===== src/rtl/bf_tape_ram.sv =====
// -----------------------------------------------------------------------------
// bf_tape_ram
//
// Data-tape memory for the BrainFuzz interpreter core. The block holds a
// DEPTH x DATA_W single-port cell array, a tape pointer and a shadow copy of
// the cell under the pointer. The execute stage issues one command at a time
// over a valid/ready handshake and branches on the zero flag.
//
// Parameters
//   DATA_W    cell width in bits
//   ADDR_W    pointer width, DEPTH = 2**ADDR_W cells
//   INIT_VAL  value written to every cell by a sweep, and the reset value of
//             the shadow cell
//
// Ports
//   clk        in   rising-edge clock
//   rstb       in   asynchronous active-low reset
//   cmd_valid  in   command present
//   cmd_ready  out  command can be accepted this cycle (IDLE only)
//   cmd_op     in   0 NOP, 1 RIGHT, 2 LEFT, 3 INC, 4 DEC, 5 READ, 6 WRITE,
//                   7 CLEAR
//   wr_data    in   data for WRITE
//   rsp_valid  out  one-cycle pulse when a command completes
//   rd_data    out  shadow of the current cell
//   ptr        out  tape pointer
//   zero       out  rd_data == 0
//
// Build option
//   BF_TAPE_CLEAR_EN  when defined, the sweep counter is built in: reset and
//                     CLEAR both write INIT_VAL to every cell, one per clock.
//                     When undefined there is no sweep hardware, reset
//                     reloads the shadow from cell 0 and CLEAR completes as a
//                     one-cycle NOP. Cell contents are not touched by reset
//                     in that build, so the execute stage has to write a cell
//                     before relying on its value.
// -----------------------------------------------------------------------------
//
// state    | meaning
// ---------+------------------------------------------------------------------
// ST_SWEEP | writing INIT_VAL to cell sweep_cnt_q, last cell returns to IDLE
// ST_FETCH | loading the shadow from the cell under the (new) pointer
// ST_IDLE  | shadow equals mem[ptr], commands accepted
//
module bf_tape_ram #(
    parameter int                DATA_W   = 8,
    parameter int                ADDR_W   = 4,
    parameter logic [DATA_W-1:0] INIT_VAL = '0
) (
    input  logic              clk,
    input  logic              rstb,
    input  logic              cmd_valid,
    output logic              cmd_ready,
    input  logic [2:0]        cmd_op,
    input  logic [DATA_W-1:0] wr_data,
    output logic              rsp_valid,
    output logic [DATA_W-1:0] rd_data,
    output logic [ADDR_W-1:0] ptr,
    output logic              zero
);

    localparam int DEPTH = 2 ** ADDR_W;

    localparam logic [2:0] OP_NOP   = 3'd0;
    localparam logic [2:0] OP_RIGHT = 3'd1;
    localparam logic [2:0] OP_LEFT  = 3'd2;
    localparam logic [2:0] OP_INC   = 3'd3;
    localparam logic [2:0] OP_DEC   = 3'd4;
    localparam logic [2:0] OP_READ  = 3'd5;
    localparam logic [2:0] OP_WRITE = 3'd6;
    localparam logic [2:0] OP_CLEAR = 3'd7;

    typedef enum logic [1:0] {
        ST_SWEEP = 2'd0,
        ST_FETCH = 2'd1,
        ST_IDLE  = 2'd2
    } state_t;

`ifdef BF_TAPE_CLEAR_EN
    localparam state_t RST_STATE = ST_SWEEP;
`else
    localparam state_t RST_STATE = ST_FETCH;
`endif

    state_t            state_q;
    logic              cmd_ready_q;
    logic              rsp_valid_q;
    logic              fetch_rsp_q;   // FETCH was entered by a move, not by reset
    logic [ADDR_W-1:0] ptr_q;
    logic [DATA_W-1:0] cell_q;

    logic [DATA_W-1:0] mem [DEPTH];

    logic              accept;
    logic              mem_we;
    logic [ADDR_W-1:0] mem_addr;
    logic [DATA_W-1:0] mem_wdata;

`ifdef BF_TAPE_CLEAR_EN
    logic [ADDR_W-1:0] sweep_cnt_q;
    logic              sweep_rsp_q;   // sweep was started by CLEAR, not by reset
`endif

    assign accept = cmd_valid & cmd_ready_q;

    // Single write port. The value written for INC/DEC/WRITE is also the new
    // shadow value, so cell_q and mem[ptr] change on the same edge and a
    // back-to-back INC sees the updated shadow without any bypass.
    always_comb begin
        mem_we    = 1'b0;
        mem_addr  = ptr_q;
        mem_wdata = cell_q;
`ifdef BF_TAPE_CLEAR_EN
        if (state_q == ST_SWEEP) begin
            mem_we    = 1'b1;
            mem_addr  = sweep_cnt_q;
            mem_wdata = INIT_VAL;
        end else if (accept) begin
`else
        if (accept) begin
`endif
            case (cmd_op)
                OP_INC: begin
                    mem_we    = 1'b1;
                    mem_wdata = cell_q + DATA_W'(1);
                end
                OP_DEC: begin
                    mem_we    = 1'b1;
                    mem_wdata = cell_q - DATA_W'(1);
                end
                OP_WRITE: begin
                    mem_we    = 1'b1;
                    mem_wdata = wr_data;
                end
                default: ;
            endcase
        end
    end

    // The array has no reset: contents survive rstb, only the sweep clears it.
    always_ff @(posedge clk) begin
        if (mem_we) begin
            mem[mem_addr] <= mem_wdata;
        end
    end

    always_ff @(posedge clk or negedge rstb) begin
        if (!rstb) begin
            state_q     <= RST_STATE;
            cmd_ready_q <= 1'b0;
            rsp_valid_q <= 1'b0;
            fetch_rsp_q <= 1'b0;
            ptr_q       <= '0;
            cell_q      <= INIT_VAL;
`ifdef BF_TAPE_CLEAR_EN
            sweep_cnt_q <= '0;
            sweep_rsp_q <= 1'b0;
`endif
        end else begin
            rsp_valid_q <= 1'b0;
            case (state_q)
`ifdef BF_TAPE_CLEAR_EN
                ST_SWEEP: begin
                    sweep_cnt_q <= sweep_cnt_q + 1'b1;
                    if (&sweep_cnt_q) begin
                        // Counter wraps back to 0 here, ready for the next sweep.
                        cell_q      <= INIT_VAL;
                        state_q     <= ST_IDLE;
                        cmd_ready_q <= 1'b1;
                        rsp_valid_q <= sweep_rsp_q;
                        sweep_rsp_q <= 1'b0;
                    end
                end
`endif
                ST_FETCH: begin
                    cell_q      <= mem[ptr_q];
                    state_q     <= ST_IDLE;
                    cmd_ready_q <= 1'b1;
                    rsp_valid_q <= fetch_rsp_q;
                    fetch_rsp_q <= 1'b0;
                end
                ST_IDLE: begin
                    if (accept) begin
                        case (cmd_op)
                            OP_RIGHT: begin
                                ptr_q       <= ptr_q + 1'b1;
                                state_q     <= ST_FETCH;
                                cmd_ready_q <= 1'b0;
                                fetch_rsp_q <= 1'b1;
                            end
                            OP_LEFT: begin
                                ptr_q       <= ptr_q - 1'b1;
                                state_q     <= ST_FETCH;
                                cmd_ready_q <= 1'b0;
                                fetch_rsp_q <= 1'b1;
                            end
                            OP_INC, OP_DEC, OP_WRITE: begin
                                cell_q      <= mem_wdata;
                                rsp_valid_q <= 1'b1;
                            end
                            OP_NOP, OP_READ: begin
                                rsp_valid_q <= 1'b1;
                            end
                            OP_CLEAR: begin
`ifdef BF_TAPE_CLEAR_EN
                                state_q     <= ST_SWEEP;
                                cmd_ready_q <= 1'b0;
                                sweep_cnt_q <= '0;
                                sweep_rsp_q <= 1'b1;
`else
                                rsp_valid_q <= 1'b1;
`endif
                            end
                            default: ;
                        endcase
                    end
                end
                default: begin
                    // Unreachable encoding: resynchronise the shadow.
                    state_q     <= ST_FETCH;
                    cmd_ready_q <= 1'b0;
                    fetch_rsp_q <= 1'b0;
                end
            endcase
        end
    end

    assign cmd_ready = cmd_ready_q;
    assign rsp_valid = rsp_valid_q;
    assign rd_data   = cell_q;
    assign ptr       = ptr_q;
    assign zero      = (cell_q == '0);

endmodule


===== config.mk =====
export PLATFORM = sky130hd
export DESIGN_NAME = bf_tape_ram
export DESIGN_NICKNAME = d
export VERILOG_FILES = /design/src/rtl/bf_tape_ram.sv
export SDC_FILE = /design/constraint.sdc
export NUM_CORES = 1
export LEC_CHECK = 0
export BUFFER_PORTS_ARGS = -buffer_cell sky130_fd_sc_hd__buf_2
export CAP_MARGIN = 40
export CORE_AREA = 2 2 110 138
export DETAILED_ROUTE_END_ITERATION = 8
export DIE_AREA = 0 0 112 140
export HOLD_SLACK_MARGIN = 0.03
export SLEW_MARGIN = 5
export SYNTH_ARGS = -nofsm -noshare
export SYNTH_HDL_FRONTEND = slang
export SYNTH_SLANG_ARGS = --single-unit

===== constraint.sdc =====
create_clock -name clk -period 3.09 [get_ports clk]
set_clock_uncertainty 0.1 [all_clocks]
set_input_delay 0.309 -clock clk [delete_from_list [all_inputs] [get_ports clk]]
set_output_delay 0.309 -clock clk [all_outputs]
set_load 0.02 [all_outputs]

==> metrics, run 1 <==
minimum clock period=2.76 ns; syn avg cell area=17.0 um2; wire per inst=21.3 um; first-pass iteration count of the detailed router=6; Synth Cell Area=0.00634 mm2; Main synth FF type=edfxtp_1; static leakage=0.00272 uW; Detail Route Antenna Nets=0; CTS tree=built; relative slew slack=46.5%; Initial DRC Count=413; syn nets=395; most common cell after layout, fill and taps aside=edfxtp_1; status=finished, final reports clean; Clock Power Share=28.9%; Worst Hold Class=primary input to flip-flop; Setup crit start kind=flip-flop; Seq pwr share=40.9%; WS Path Type=flip-flop to flip-flop; layout cell share with drive strength beyond 1=29.3%; pwr/cell area=908 mW/mm2; Post-synth ARST share=11.1%; vias per std cell=5.70; CTS Buffer Depth=2; Setup Viol. Count Final=0; die area=0.0157 mm2; Die Width=112 um; Peak VDD IR=0.809 mV; top cells by area, synth=edfxtp_1 (61%), mux4_2 (9.6%), dfrtp_1 (5.9%); CP Max Fanout=25; Pins Over Slew Limit=0; Total Nets Final=461; vias in the first global route=3724; cts bufs inserted=17; number of synthesized flops with an enable pin=128; num ports=29; Max Clk Rate=0.362 GHz; cell taking the most area after synthesis=edfxtp_1; Max Cap Violations=0; multi-input logic area=0.00197 mm2; Final GP Congestion=0.896; Skew-Pair Late Insertion Delay=0.42 ns; CTS clk-pin slew, worst paths=0.07 ns; number of instances in the placed design=596; final setup TNS=0 ns; die height=140 um; initial antenna violation count=0; sequential element share of the synthesized area=67.0%; Critical Path Sink Type=flip-flop; largest net degree at the start of global routing=41; Remaining DRCs=0; RSZ-0062 raised after global routing=false; Core ar.=0.0143 mm2; flops & latches, synth=144; Ys Warns=0; Mapped Cells=372; drt total wl=13400 um; number of fill cells in the layout=1163; share of the synthesized area in the top cell type=60.6%; number of I/O port buffers=28; global-route wire length before repair=21300 um; final hold violations=0; CTS root buf=clkbuf_16; Worst Path Arrival=2.96 ns; internal power=4590 uW; Final Util=52.3%; gr ovfl total=0; Initial Util=44.2%; # rows=49; Antenna diodes=0; Worst Hold Slack=0.146 ns; clock sinks=144; CTS H-tree depth=4; synthesis-to-finish area growth=18.4%; Gate power share=30.2%; Cell variety after synth=49; Slew @ Worst Pin=0.803 ns; switch share=32.7%; Via Count=3587; register area=0.00425 mm2; worst reg2reg setup slack=0.33 ns; non-filler cells, final=629; fin crit share=89.4%; CP Data Required Time=3.29 ns; most frequent cells in the layout=edfxtp_1 (128), buf_4 (37), buf_2 (28); GRT Total Usage=18.0%; hpwl dp=9050 um; Design Power=6820 uW; Switch Pwr=2230 uW
state kept, by name (all words and copies together), names as in the netlist:
register / count
fetch_rsp_q: 1
rsp_valid: 1
mem: 128
ptr: 4
rd_data: 8
state_q: 2
synth_stat cells, types with 6 or more instances:
| cell type | n |
|---|---|
| edfxtp_1 | 128 |
| mux4_2 | 27 |
| nor2_1 | 20 |
| nand2_1 | 19 |
| dfrtp_1 | 15 |
| a21oi_1 | 13 |
| clkbuf_1 | 13 |
| mux4_1 | 13 |
| o21ai_0 | 11 |
| inv_1 | 10 |
| xnor2_1 | 10 |
| ha_1 | 8 |
| nor3_1 | 8 |
| a22oi_1 | 6 |
stage by stage:
step                      instance area (um2)  setup WS [ns]
final                                    7510          0.329
after global routing                     7510          0.189
after CTS                                7510          0.288
after detailed placement                 6920        -0.0454
after global placement                   6920        0.00931
after floorplan                          6350          0.127
final cells by class:
class | instances | area share [%]
Multi-Input combinational cell | 196 | 26.3
Timing Repair Buffer | 67 | 5.97
Clock inverter | 15 | 1.98
Clock buffer | 17 | 5.67
Sequential cell | 144 | 56.6
Inverter | 12 | 0.600
Tap cell | 178 | 2.97
what timing repair did:
action                    in CTS  in global routing
hold endpoints to repair      16                  0
setup buffers                  0                  0
hold buffers                   1                  0
resized for setup              0                  0
worst max-delay path, stage by stage, from the launching register on:
cell	delay (ns)
dfrtp_2	0.84
buf_4	0.35
mux4_2	0.51
mux4_2	0.46
nand2_1	0.08
o21ai_0	0.08
a31o_2	0.21
layer usage:
metal | up-vias | wire length (um) | track usage, %
li1 | 1628 | - | -
met1 | 1838 | 5640 | 23.6
met2 | 110 | 7060 | 30.6
met4 | 0 | 148 | 5.33
met3 | 11 | 546 | 3.50
met5 | - | 0 | 0
power groups by stage:
| stage | clock network (uW) | registers [uW] | logic, uW |
|---|---|---|---|
| after global placement | 0 | 2820 | 2040 |
| after global routing | 2100 | 2810 | 2260 |
| after detailed placement | 0 | 2830 | 2080 |
| after floorplan | 0 | 2760 | 1480 |
| after CTS | 2000 | 2790 | 2090 |
| final | 1970 | 2790 | 2060 |
worst paths after layout:
kind / depth (start not counted) / to / startpoint
max in group asynchronous: 2 / ptr[0] / rstb
max reg2reg: 6 / rd_data[4] / ptr[0]
min in group asynchronous: 2 / rsp_valid / rstb
max: 6 / rd_data[4] / ptr[0]
min reg2reg: 1 / fetch_rsp_q / fetch_rsp_q
min: 4 / state_q[1] / cmd_valid
logic make-up (layout without fill, tap and decap cells):
| kind of cell | count (synthesis) | after routing | share of synthesized area [%] |
|---|---|---|---|
| buf+inv | 32 | 111 | 2.17 |
| fa+ha+maj | 10 | 10 | 2.05 |
| xor+xnor | 12 | 12 | 1.66 |
| mux | 46 | 46 | 15.9 |
| compound gates | 52 | 52 | 5.27 |
| simple gates | 76 | 76 | 5.94 |
| flops | 144 | 144 | 67.0 |
Note: power is estimated with default switching activity, not from simulation.
==> run 2, diff against run 1 <==
--- a/config.mk
+++ b/config.mk
@@ -7,10 +7,13 @@
 export LEC_CHECK = 0
 export BUFFER_PORTS_ARGS = -buffer_cell sky130_fd_sc_hd__buf_2
 export CAP_MARGIN = 40
+export CELL_PAD_IN_SITES_DETAIL_PLACEMENT = 1
+export CELL_PAD_IN_SITES_GLOBAL_PLACEMENT = 2
 export CORE_AREA = 2 2 110 138
 export DETAILED_ROUTE_END_ITERATION = 8
 export DIE_AREA = 0 0 112 140
 export HOLD_SLACK_MARGIN = 0.03
+export PLACE_DENSITY_LB_ADDON = 0.1
 export SLEW_MARGIN = 5
 export SYNTH_ARGS = -nofsm -noshare
 export SYNTH_HDL_FRONTEND = slang
==> metrics, run 2 (same netlist as run 1, synthesis figures left out) <==
# rows=49 (unchanged); Detail Route Antenna Nets=0 (unchanged); cts bufs inserted=17 (unchanged); layout cell share with drive strength beyond 1=31.0% (+1.8 points); Via Count=3608 (+0.59%); Remaining DRCs=0 (unchanged); CTS clk-pin slew, worst paths=0.07 ns (about the same); Die Width=112 um (unchanged); Setup Viol. Count Final=0 (unchanged); initial antenna violation count=0 (unchanged); die height=140 um (unchanged); CP Max Fanout=16 (-36%); Post-CTS Setup Bufs=0 (unchanged); Worst Hold Depth=4 (unchanged); reg2reg end=mem[3][6]; max reg flops=128 (unchanged); CTS Buffer Depth=2 (unchanged); Final Util=53.0% (+0.67 points); Skew-Pair Late Insertion Delay=0.42 ns (about the same); minimum clock period=2.72 ns (-0.0400 ns); Total Nets Final=471 (+2.2%); worst reg2reg setup slack=0.37 ns (+0.04 ns); relative slew slack=49.2% (+2.7 points); Final GP Congestion=0.805 (-10%); Core ar.=0.0143 mm2 (unchanged); Critical Path Sink Type=flip-flop; PostCTS Resize Cnt=0 (unchanged); wire per inst=22.3 um (+4.8%); RSZ-0062 raised after global routing=false; fin crit share=88.1% (-1.3 points); num ports=29 (unchanged); hpwl dp=10300 um (+14%); status=finished, final reports clean; largest net degree at the start of global routing=31 (-24%); Max Cap Violations=0 (unchanged); Worst Path Arrival=2.90 ns (-0.06 ns); Worst Hold Launch=cmd_valid; RR Startpoint=rd_data[1]; most frequent cells in the layout=edfxtp_1 (128), buf_4 (47), buf_2 (28); Antenna diodes=0 (unchanged); Max Clk Rate=0.367 GHz (+1.5%); first-pass iteration count of the detailed router=4 (-2); static leakage=0.00277 uW (+1.8%); pwr/cell area=913 mW/mm2 (+0.50%); number of fill cells in the layout=1383 (+19%); CTS root buf=clkbuf_16; vias per std cell=5.65 (-0.99%); drt total wl=14300 um (+6.5%); global-route wire length before repair=22800 um (+6.9%); final hold violations=0 (unchanged); vias in the first global route=3947 (+6.0%); number of I/O port buffers=28 (unchanged); clock sinks=144 (unchanged); Slew @ Worst Pin=0.762 ns (-0.0409 ns); Peak VDD IR=0.400 mV (-51%); Design Power=6940 uW (+1.8%); Initial DRC Count=239 (-42%); FF-to-FF path depth=10 (+4); synthesis-to-finish area growth=20.0%; CP Data Required Time=3.27 ns (-0.02 ns); Most flops, register=mem; WS Path Type=flip-flop to flip-flop; Worst Hold Class=primary input to flip-flop; GRT Total Usage=19.6% (+1.6 points); CTS tree=built; Min-Delay Endpoint=state_q[1]; Initial Util=44.2% (unchanged); Pins Over Slew Limit=0 (unchanged); die area=0.0157 mm2 (unchanged); final setup TNS=0 ns (unchanged); gr ovfl total=0 (unchanged); Setup crit start kind=flip-flop; CTS H-tree depth=4 (unchanged); most common cell after layout, fill and taps aside=edfxtp_1
[run 2: changes by cell type in the layout (fill, tap and decap cells not counted), sizes merged]
cell      change
clkinvlp      +2
buf          +10
inv           -1
bufinv        -1
[run 2: worst max path at each step]
stage                          start          to  slack [ns]  depth (start not counted)
after floorplan            cmd_op[1]   mem[0][6]        0.13                         11
after global routing      rd_data[1]   mem[0][6]        0.22                         10
after CTS                 rd_data[1]   mem[0][6]        0.34                         10
after global placement     cmd_op[1]  mem[15][6]        0.07                         12
final                     rd_data[1]   mem[3][6]        0.37                         10
after detailed placement   cmd_op[1]   mem[5][6]        0.03                         12
[run 2: layer usage]
| layer | wire length [um] | part of all wire (%) | up-vias | track usage (%) |
|---|---|---|---|---|
| li1 | - | - | 1645 | - |
| met4 | 165 | 1.2 | 0 | 6.61 |
| met2 | 7540 | 53 | 69 | 33.6 |
| met3 | 457 | 3.2 | 13 | 4.24 |
| met1 | 6090 | 43 | 1881 | 24.8 |
| met5 | 0 | 0 | - | 0 |
[run 2: metrics by stage]
step                      setup slack, ns  hold WS [ns]  instances  instance area (um2)
after floorplan                     0.127       -0.0866        372                 6350
after global placement             0.0671         0.162        606                 7000
after detailed placement           0.0338         0.161        606                 7000
after CTS                           0.343         0.136        639                 7600
after global routing                0.217         0.169        639                 7600
final                               0.369         0.158        639                 7600
[run 2: final cells by class]
class	count	area, um2	area share [%]
flip-flops and latches	144	4250	55.8
multi-input cells	196	1970	25.9
repair buffers	77	523	6.88
clock buffers	17	425	5.59
well taps	178	223	2.93
clock inverters	15	170	2.24
inverters	12	45.0	0.592
[run 2: worst max-delay path: stages, from the launching register on]
cell and delay, ns:
dfrtp_1 0.50, inv_1 0.11, xnor2_1 0.14, ha_1 0.22, and3_1 0.20, or3_1 0.31
a221oi_1 0.31, xnor2_1 0.16, nand2_1 0.13, a31oi_4 0.23, buf_12 0.16
[run 2: repair_timing]
item	in CTS	in global routing
hold endpoints to repair	16	0
hold buffers	1	0
setup endpoints to repair	0	0
[run 2: where the power goes]
part           switching [uW]  internal (uW)  leakage [uW]
combinational            1180            999       0.00114
clock                     906           1080      0.000281
sequential                265           2510       0.00135
total                    2350           4590       0.00277
==> run 3, diff against run 2 <==
--- a/config.mk
+++ b/config.mk
@@ -5,13 +5,14 @@
 export SDC_FILE = /design/constraint.sdc
 export NUM_CORES = 1
 export LEC_CHECK = 0
+export ABC_AREA = 1
 export BUFFER_PORTS_ARGS = -buffer_cell sky130_fd_sc_hd__buf_2
 export CAP_MARGIN = 40
 export CELL_PAD_IN_SITES_DETAIL_PLACEMENT = 1
 export CELL_PAD_IN_SITES_GLOBAL_PLACEMENT = 2
-export CORE_AREA = 2 2 110 138
+export CORE_AREA = 2 2 114 143
 export DETAILED_ROUTE_END_ITERATION = 8
-export DIE_AREA = 0 0 112 140
+export DIE_AREA = 0 0 116 145
 export HOLD_SLACK_MARGIN = 0.03
 export PLACE_DENSITY_LB_ADDON = 0.1
 export SLEW_MARGIN = 5
==> metrics, run 3 <==
top cells by area, synth=edfxtp_1 (60%), nand3_1 (7.5%), dfrtp_1 (5.9%); Worst Hold Class=primary input to flip-flop; CP Data Required Time=3.35 ns (+0.08 ns); GR Util met2=37.3% (+3.7 points); vias per std cell=5.40 (-4.3%); status=finished, final reports clean; die area=0.0168 mm2 (+7.3%); Mapped Cells=557 (+50%); largest net degree at the start of global routing=32 (+3.2%); final hold violations=0 (unchanged); CP Max Fanout=13 (-3); cell taking the most area after synthesis=edfxtp_1; drt total wl=17600 um (+23%); number of synthesized flops with an enable pin=128 (unchanged); CTS tree=built; Peak VDD IR=0.452 mV (+13%); synthesis-to-finish area growth=19.0%; Most Used Layer, Global Route=met2; Via Count=4527 (+25%); max reg flops=128 (unchanged); routing usage on met3=4.68% (+0.44 points); CTS H-tree depth=4 (unchanged); Die Width=116 um (+3.6%); initial antenna violation count=0 (unchanged); share of the synthesized area in the top cell type=60.1% (-0.50 points); Critical Path Sink Type=flip-flop; relative slew slack=58.5% (+9.3 points); Total Nets Final=636 (+35%); gr ovfl total=0 (unchanged); Detail Route Antenna Nets=0 (unchanged); number of instances in the placed design=805 (+33%); Max Cap Violations=0 (unchanged); Initial Util=41.4% (-2.8 points); met1 Track Usage GR=28.6% (+3.8 points); Remaining DRCs=0 (unchanged); Ys Warns=0 (unchanged); Main synth FF type=edfxtp_1; non-filler cells, final=838 (+31%); Antenna diodes=0 (unchanged); Post-synth ARST share=11.1% (unchanged); Pins Over Slew Limit=0 (unchanged); CTS Buffer Depth=2 (unchanged); minimum clock period=2.44 ns (-0.277 ns); die height=145 um (+3.6%); Cell variety after synth=39 (-20%); most frequent cell after synthesis=edfxtp_1; number of I/O port buffers=28 (unchanged); Design Power=7690 uW (+11%); Slew @ Worst Pin=0.622 ns (-0.140 ns); first-pass iteration count of the detailed router=4 (unchanged); clock sinks=144 (unchanged); vias in the first global route=4697 (+19%); number of fill cells in the layout=1666 (+20%); num ports=29 (unchanged); most common cell after layout, fill and taps aside=edfxtp_1; PostCTS Resize Cnt=0 (unchanged); top cells by count, synth=edfxtp_1 (128), nand3_1 (96), nand2_1 (94); flops & latches, synth=144 (unchanged); Worst Path Arrival=2.71 ns (-0.19 ns); most frequent cells in the layout=edfxtp_1 (128), nand3_1 (96), nand2_1 (94); Core ar.=0.0154 mm2 (+7.6%); CTS clk-pin slew, worst paths=0.06 ns (about the same); Setup Viol. Count Final=0 (unchanged); Final Util=49.3% (-3.7 points); Most flops, register=mem; Synth Cell Area=0.00639 mm2 (+0.83%); Final GP Congestion=0.859 (+6.7%); post-route setup slack=0.645 ns (+0.277 ns); global-route wire length before repair=27400 um (+20%); Worst Hold Depth=5 (+1); CTS root buf=clkbuf_16; sequential element share of the synthesized area=66.4% (-0.55 points); hpwl dp=11900 um (+15%); Initial DRC Count=285 (+19%); # rows=51 (+4.1%); fin crit share=79.1% (-9.0 points); Post-Place Setup Slack=0.405 ns (+0.371 ns); static leakage=0.00293 uW (+5.6%); final setup TNS=0 ns (unchanged); Setup crit start kind=flip-flop; wire per inst=21.0 um (-5.9%); Max Clk Rate=0.409 GHz (+11%); GRT Total Usage=22.4% (+2.8 points); cts bufs inserted=17 (unchanged); RSZ-0062 raised after global routing=false; syn avg cell area=11.5 um2 (-33%); WS Path Type=flip-flop to flip-flop; Skew-Pair Late Insertion Delay=0.43 ns (about the same); layout cell share with drive strength beyond 1=17.4% (-14 points); pwr/cell area=1010 mW/mm2 (+11%); syn nets=580 (+47%); FF-to-FF path depth=9 (-1)
run 3: worst paths after layout:
check	end	startpoint	slack (ns)
max	rd_data[3]	state_q[1]	0.65
min	rsp_valid	cmd_valid	0.18
max reg2reg	rd_data[3]	state_q[1]	0.65
min reg2reg	fetch_rsp_q	fetch_rsp_q	0.39
max in group asynchronous	state_q[0]	rstb	2.36
min in group asynchronous	ptr[2]	rstb	0.22
run 3: through the flow:
| step | hold WS, ns | instance area, um2 |
|---|---|---|
| after floorplan | -0.0866 | 6390 |
| after global placement | 0.145 | 6920 |
| after detailed placement | 0.153 | 6920 |
| after CTS | 0.176 | 7610 |
| after global routing | 0.237 | 7610 |
| final | 0.180 | 7610 |
run 3: critical path: stages (launching register included):
cell	delay (ns)
dfrtp_1	0.41
ha_1	0.58
inv_1	0.32
nor2_1	0.21
nand2_1	0.09
o21ai_2	0.13
inv_2	0.17
a41oi_1	0.20
o21ai_1	0.11
nand2_1	0.07
run 3: cell type report:
| cell class | instances | area, um2 | area share [%] |
|---|---|---|---|
| clock inverters | 12 | 238 | 3.12 |
| clock buffers | 20 | 437 | 5.74 |
| multi-input cells | 345 | 1870 | 24.6 |
| well taps | 212 | 265 | 3.49 |
| inverters | 46 | 178 | 2.34 |
| repair buffers | 59 | 375 | 4.93 |
| flip-flops and latches | 144 | 4250 | 55.8 |
run 3: cells by family (layout without fill, tap and decap cells):
| family | count (synthesis) | count (layout) | share of synthesized area (%) |
|---|---|---|---|
| xor gates and xnor gates | 4 | 4 | 0.548 |
| adders and majority gates | 9 | 9 | 1.88 |
| AOI/OAI and AO/OA | 88 | 88 | 9.26 |
| DFF | 144 | 144 | 66.4 |
| and+or+nand+nor | 244 | 244 | 17.6 |
| buffers and inverters | 68 | 137 | 4.35 |
run 3: repair_timing:
item / CTS / global route
hold buffers: 1 / 0
hold endpoints to repair: 16 / 0
buffers inserted: 0 / 0
run 3: metal layers:
metal | part of all wire [%] | up-vias
met4 | 2.3 | 0
met1 | 42 | 2274
met2 | 51 | 101
li1 | - | 2131
met5 | 0 | -
met3 | 3.9 | 21
run 3: report_power, final:
part	internal, uW	switching, uW	leakage, uW
Combinational	739	1920	0.00125
Sequential	2510	168	0.00136
Clock	1590	757	0.000321
Total	4840	2850	0.00293
